### config.mk
export PLATFORM = sky130hd
export DESIGN_NAME = fifo_line_sched
export DESIGN_NICKNAME = d
export VERILOG_FILES = /design/src/rtl/fifo_line_pkg.sv /design/src/rtl/line_skid_buf.sv /design/src/rtl/fifo_line_sched.sv
export SDC_FILE = /design/constraint.sdc
export NUM_CORES = 1
export LEC_CHECK = 0
export CORE_MARGIN = 4
export CORE_UTILIZATION = 52
export DETAILED_ROUTE_END_ITERATION = 6
export HOLD_SLACK_MARGIN = 0.15
export PLACE_DENSITY = 0.89
export SYNTH_ARGS = -nofsm -noshare
export SYNTH_HDL_FRONTEND = slang
export SYNTH_HIERARCHICAL = 1
export SYNTH_SLANG_ARGS = --single-unit
export TNS_END_PERCENT = 50
### constraint.sdc
create_clock -name clk -period 4.6 [get_ports clk]
set_clock_uncertainty 0.1 [all_clocks]
set_input_delay 0.92 -clock clk [delete_from_list [all_inputs] [get_ports clk]]
set_output_delay 0.92 -clock clk [all_outputs]
set_load 0.02 [all_outputs]
### src/rtl/fifo_line_pkg.sv
// Shared state encoding and sizing helper for the line FIFO scheduler.
package fifo_line_pkg;

    typedef enum logic [1:0] {
        WAIT   = 2'd0,
        STREAM = 2'd1,
        FLUSH  = 2'd2
    } line_state_t;

    // Ceiling log2, also used by the FIFO to size its pointers.
    function automatic int clogb2(input int value);
        int result;
        int v;
        result = 0;
        v = value - 1;
        while (v > 0) begin
            result = result + 1;
            v = v >> 1;
        end
        return result;
    endfunction

endpackage

### src/rtl/line_skid_buf.sv
// Two-entry {last, data} skid buffer that absorbs the FIFO's registered read latency.
module line_skid_buf #(
    parameter int DATA_WIDTH = 8
) (
    input  logic                  clk,
    input  logic                  rst,
    input  logic                  push_i,
    input  logic [DATA_WIDTH-1:0] push_data_i,
    input  logic                  push_last_i,
    input  logic                  pop_i,
    output logic [DATA_WIDTH-1:0] head_data_o,
    output logic                  head_last_o,
    output logic                  valid_o,
    output logic [1:0]            cnt_o
);

    logic [DATA_WIDTH-1:0] data0_q;
    logic [DATA_WIDTH-1:0] data1_q;
    logic                  last0_q;
    logic                  last1_q;
    logic [1:0]            cnt_q;
    logic                  pop;

    assign pop         = pop_i && (cnt_q != 2'd0);
    assign valid_o     = (cnt_q != 2'd0);
    assign head_data_o = data0_q;
    assign head_last_o = last0_q && (cnt_q != 2'd0);
    assign cnt_o       = cnt_q;

    // Entry 0 is always the head; a pop shifts entry 1 forward.
    always_ff @(posedge clk) begin
        if (rst) begin
            cnt_q   <= 2'd0;
            data0_q <= '0;
            data1_q <= '0;
            last0_q <= 1'b0;
            last1_q <= 1'b0;
        end else begin
            case ({push_i, pop})
                2'b10: begin
                    if (cnt_q == 2'd0) begin
                        data0_q <= push_data_i;
                        last0_q <= push_last_i;
                        cnt_q   <= 2'd1;
                    end else if (cnt_q == 2'd1) begin
                        data1_q <= push_data_i;
                        last1_q <= push_last_i;
                        cnt_q   <= 2'd2;
                    end
                end
                2'b01: begin
                    data0_q <= data1_q;
                    last0_q <= last1_q;
                    cnt_q   <= cnt_q - 2'd1;
                end
                2'b11: begin
                    if (cnt_q == 2'd1) begin
                        data0_q <= push_data_i;
                        last0_q <= push_last_i;
                    end else begin
                        data0_q <= data1_q;
                        last0_q <= last1_q;
                        data1_q <= push_data_i;
                        last1_q <= push_last_i;
                    end
                end
                default: ;
            endcase
        end
    end

endmodule

### src/rtl/fifo_line_sched.sv
// Read/write sequencer for the single-clock line FIFO: valid/ready streams on both sides,
// line-at-a-time release with flush of partial lines.
module fifo_line_sched
    import fifo_line_pkg::*;
#(
    parameter int DATA_WIDTH = 8,
    parameter int DATA_DEPTH = 640,
    parameter int LINE_LEN   = 640,
    localparam int LW        = clogb2(DATA_DEPTH) + 1
) (
    input  logic                  clk,
    input  logic                  rst,
    input  logic [DATA_WIDTH-1:0] s_data,
    input  logic                  s_valid,
    output logic                  s_ready,
    output logic [DATA_WIDTH-1:0] m_data,
    output logic                  m_last,
    output logic                  m_valid,
    input  logic                  m_ready,
    input  logic                  flush_i,
    output logic [DATA_WIDTH-1:0] fifo_wr_data,
    output logic                  fifo_wr_en,
    output logic                  fifo_rd_en,
    input  logic [DATA_WIDTH-1:0] fifo_rd_data,
    input  logic                  fifo_full,
    input  logic                  fifo_empty,
    output logic [LW-1:0]         level_o,
    output logic                  line_done_o
);

    localparam logic [LW-1:0] DEPTH_L = LW'(DATA_DEPTH);
    localparam logic [LW-1:0] LINE_L  = LW'(LINE_LEN);

    line_state_t   state_q;
    logic [LW-1:0] level_q;
    logic [LW-1:0] level_d;
    logic [LW-1:0] rd_left_q;
    logic          flush_pend_q;
    logic          inflight_q;
    logic          inflight_last_q;
    logic          line_done_q;
    logic [1:0]    skid_cnt;

    assign s_ready      = !rst && (level_q != DEPTH_L);
    assign fifo_wr_en   = s_valid && s_ready;
    assign fifo_wr_data = s_data;

    // Never let skid plus the in-flight read exceed the two skid slots.
    assign fifo_rd_en = !rst && (state_q != WAIT) && (level_q != '0) && (rd_left_q != '0)
                        && (({1'b0, skid_cnt} + {2'b00, inflight_q}) < 3'd2);

    assign level_o     = level_q;
    assign line_done_o = line_done_q;

    always_comb begin
        level_d = level_q;
        if (fifo_wr_en && !fifo_rd_en) begin
            level_d = level_q + 1'b1;
        end else if (!fifo_wr_en && fifo_rd_en) begin
            level_d = level_q - 1'b1;
        end
    end

    always_ff @(posedge clk) begin
        if (rst) begin
            state_q      <= WAIT;
            rd_left_q    <= '0;
            flush_pend_q <= 1'b0;
        end else begin
            case (state_q)
                WAIT: begin
                    if (level_q >= LINE_L) begin
                        state_q      <= STREAM;
                        rd_left_q    <= LINE_L;
                        flush_pend_q <= flush_pend_q || flush_i;
                    end else if (flush_i || flush_pend_q) begin
                        flush_pend_q <= 1'b0;
                        if (level_q != '0) begin
                            state_q   <= FLUSH;
                            rd_left_q <= level_q;
                        end
                    end
                end
                STREAM, FLUSH: begin
                    if (flush_i) begin
                        flush_pend_q <= 1'b1;
                    end
                    if (fifo_rd_en) begin
                        rd_left_q <= rd_left_q - 1'b1;
                        if (rd_left_q == LW'(1)) begin
                            state_q <= WAIT;
                        end
                    end
                end
                default: state_q <= WAIT;
            endcase
        end
    end

    always_ff @(posedge clk) begin
        if (rst) begin
            level_q         <= '0;
            inflight_q      <= 1'b0;
            inflight_last_q <= 1'b0;
            line_done_q     <= 1'b0;
        end else begin
            level_q         <= level_d;
            inflight_q      <= fifo_rd_en;
            inflight_last_q <= (rd_left_q == LW'(1));
            line_done_q     <= m_valid && m_ready && m_last;
        end
    end

    line_skid_buf #(
        .DATA_WIDTH(DATA_WIDTH)
    ) u_skid (
        .clk        (clk),
        .rst        (rst),
        .push_i     (inflight_q),
        .push_data_i(fifo_rd_data),
        .push_last_i(inflight_last_q),
        .pop_i      (m_valid && m_ready),
        .head_data_o(m_data),
        .head_last_o(m_last),
        .valid_o    (m_valid),
        .cnt_o      (skid_cnt)
    );

    // The level counter must track the FIFO's own flags exactly.
    always_ff @(posedge clk) begin
        if (!rst) begin
            assert ((level_q == DEPTH_L) == fifo_full);
            assert ((level_q == '0) == fifo_empty);
            assert (!(fifo_wr_en && fifo_full));
            assert (!(fifo_rd_en && fifo_empty));
        end
    end

endmodule
==> metrics <==
chip height=83.1 um; Clock Latency Late Sink=0.30 ns; Async S/R FF share, synth=0; WS Path Type=flop to flop; final setup fails=0; die width=83.1 um; top cells by area, synth=dfxtp_1 (33%), nor2_1 (6.9%), ha_1 (6.4%), mux2i_1 (4.1%), a21oi_1 (3.9%); fmax=246 MHz; Netlist cell types=59; Root Driver=clkbuf_8; Final Non-Filler Cells=450; CTS tree=built; r2r endpoint=level_o[10]; Period minus WS final=4.06 ns; crit path from=rd_left_q[0]; IO Count=56; R2R Setup Slk=0.54 ns; clock share of power=0.093; vias per inst=5.78; internal power=1480 uW; Net Sw Frac=0.468; clock slew at reported path FFs=0.09 ns; Final ANT Viol Nets=0; row count=27; All-Layer GR Usage=0.193; Mapped Cells=354; Fin. Hold Viols=0; deepest level of the CTS H-tree=2; Synth Area per Inst=8.29 um2; HPWL after detailed placement=4740 um; RSZ-0062 raised after global routing=no; post-CTS setup buffers=0; fin nets=416; vias in the first global route=2443; crit path launch type=flop; drt wl/cell=14.5 um; Setup TNS=0 ns; largest net degree at the start of global routing=29; Max FO, Critical Path=10; top_reg_cell synth=dfxtp_1; Max Slew Vio Count=0; Syn Nets=393; sequential fraction of design power=0.253; PostCTS Resize Cnt=0; reg2reg start=rd_left_q[0]; fraction of layout cells with a size suffix above 1=0.0899; EDFF count, synth=0; Leak=0.00127 uW; Initial DRT Pass Iterations=4; area share of the largest cell type after synthesis=0.328; most frequent cell after synthesis=nor2_1; Core ar.=5470 um2; initial antenna violation count=0; final wirelength=6540 um; hold path startpoint=flush_pend_q; port bufs=37; Rel. slew slack=0.284; Hold Path End=flush_pend_q; Worst VDD drop=0.447 mV; Inserted Diodes=0; initial DRC count=153; Cell Pwr Density=833 nW/um2; reg2reg path depth=16; WP data arrival=4.20 ns; Hold-fix buffers, CTS=0; worst-margin pin slew=1.07 ns; Area Growth Syn to Fin=14.1%; Hold Crit Class=flop to flop; first-pass GRT wire length=11300 um; GP Congestion=0.884; worst hold stages=2; outcome=finished, final reports clean; maxcap violations=0; final total power=2790 uW; area of the die=6910 um2; Initial Util=0.536; PnR worst setup slack=0.543 ns; routed via count=2600; Syn. warnings=6; Combinational Power Share=0.654; Post-Place Worst Slack=0.384 ns; Data required, critical path=4.74 ns; biggest area consumer among synthesized cells=dfxtp_1; Seq/Total Area, Yosys=0.328; Cells after DPL=442; CP Capture Type=flop; CTS buffer count=5; sw power=1310 uW; top post-synthesis cells by count=nor2_1 (54), dfxtp_1 (48), nand2_1 (25), a21oi_1 (23); number of synthesized register bits=48; clock buffer depth=2; DR DRC count=0; final cycle utilization of the critical path=0.882; total global routing overflow=0; Mapped Area=2930 um2; clock sink count=48
-- cell usage in the layout, fill, tap and decap left out, types with 3 or more instances in the layout --
cell / instances
nor2_1: 54
dfxtp_1: 48
clkdlybuf4s50_1: 36
nand2_1: 25
a21oi_1: 23
o21ai_0: 15
ha_1: 15
inv_1: 13
nor3_1: 12
mux2i_1: 12
or3_1: 10
xor2_1: 8
nand3_1: 8
a2111oi_2: 6
xnor2_1: 6
clkbuf_8: 6
and2_1: 5
a21o_1: 5
o22ai_1: 4
a221oi_1: 4
a2bb2oi_1: 4
a31oi_1: 3
and3_1: 3
buf_4: 3
a311oi_1: 3
-- flip-flops by register name, summed over array words and instances (netlist names), 2 cells and up --
| register | cells |
|---|---|
| rd_left_q | 11 |
| u_skid/head_data_o | 8 |
| u_skid/data1_q | 8 |
| level_o | 11 |
| u_skid/cnt_o | 2 |
| state_q | 2 |
-- how the worst max path moves through the flow --
stage          cells past startpoint     endpoint
2_1_floorplan                     12  level_o[10]
3_3_place_gp                      13  level_o[10]
3_5_place_dp                      13  level_o[10]
4_1_cts                           16  level_o[10]
5_1_grt                           16  level_o[10]
6_report                          16  level_o[10]
-- through the flow --
step / utilization / hold slack, ns / cell area (um2)
final: 0.612 / 0.382 / 3350
after global routing: 0.612 / 0.410 / 3350
after CTS: 0.612 / 0.383 / 3350
after detailed placement: 0.595 / 0.374 / 3260
after global placement: 0.595 / 0.357 / 3260
after floorplan: - / 0.347 / 2930
-- final cells by class --
class                   instances  area, um2
clock inverters                 2       10.0
fillers                       494       2120
multi-input cells             267       1760
inverters                      15       58.8
repair buffers                 40        388
flip-flops and latches         48        961
well taps                      72       90.1
clock buffers                   6       82.6
-- critical path, cell delays in order, from the launching register on --
cell and delay (ns):
dfxtp_1 0.36, inv_1 0.09, ha_1 0.19, or4b_4 0.52, nor2_1 0.22, a21oi_1 0.11, and2_1 0.20, inv_1 0.06
ha_1 0.17, inv_1 0.19, fa_1 0.45, a21o_1 0.20, a22o_1 0.23, o41ai_1 0.31, xnor2_1 0.13, or3_1 0.31
a21oi_1 0.13
-- kinds of logic after synthesis --
group                      count (synthesis)  synth area share
buffers and inverters                     39            0.0733
xor gates and xnor gates                  14            0.0418
and+or+nand+nor                          137             0.229
adders and majority gates                 16            0.0708
muxes                                     13            0.0461
AOI/OAI and AO/OA                         87             0.212
DFF                                       48             0.328
-- power groups by stage --
stage          Clock (uW)  Combinational (uW)  Sequential [uW]
6_report              261                1820              706
2_1_floorplan           0                1350              744
5_1_grt               280                2040              725
3_3_place_gp            0                1760              709
3_5_place_dp            0                1810              714
4_1_cts               268                1820              704
-- per-layer routing --
layer  GRT usage  part of all wire  routed length [um]
met3      0.0466             0.061                 398
met4      0.0669             0.017                 112
met1       0.248              0.45                2950
met5           0                 0                   0
met2       0.317              0.47                3080
No activity file was read; power rests on OpenSTA's default activity.
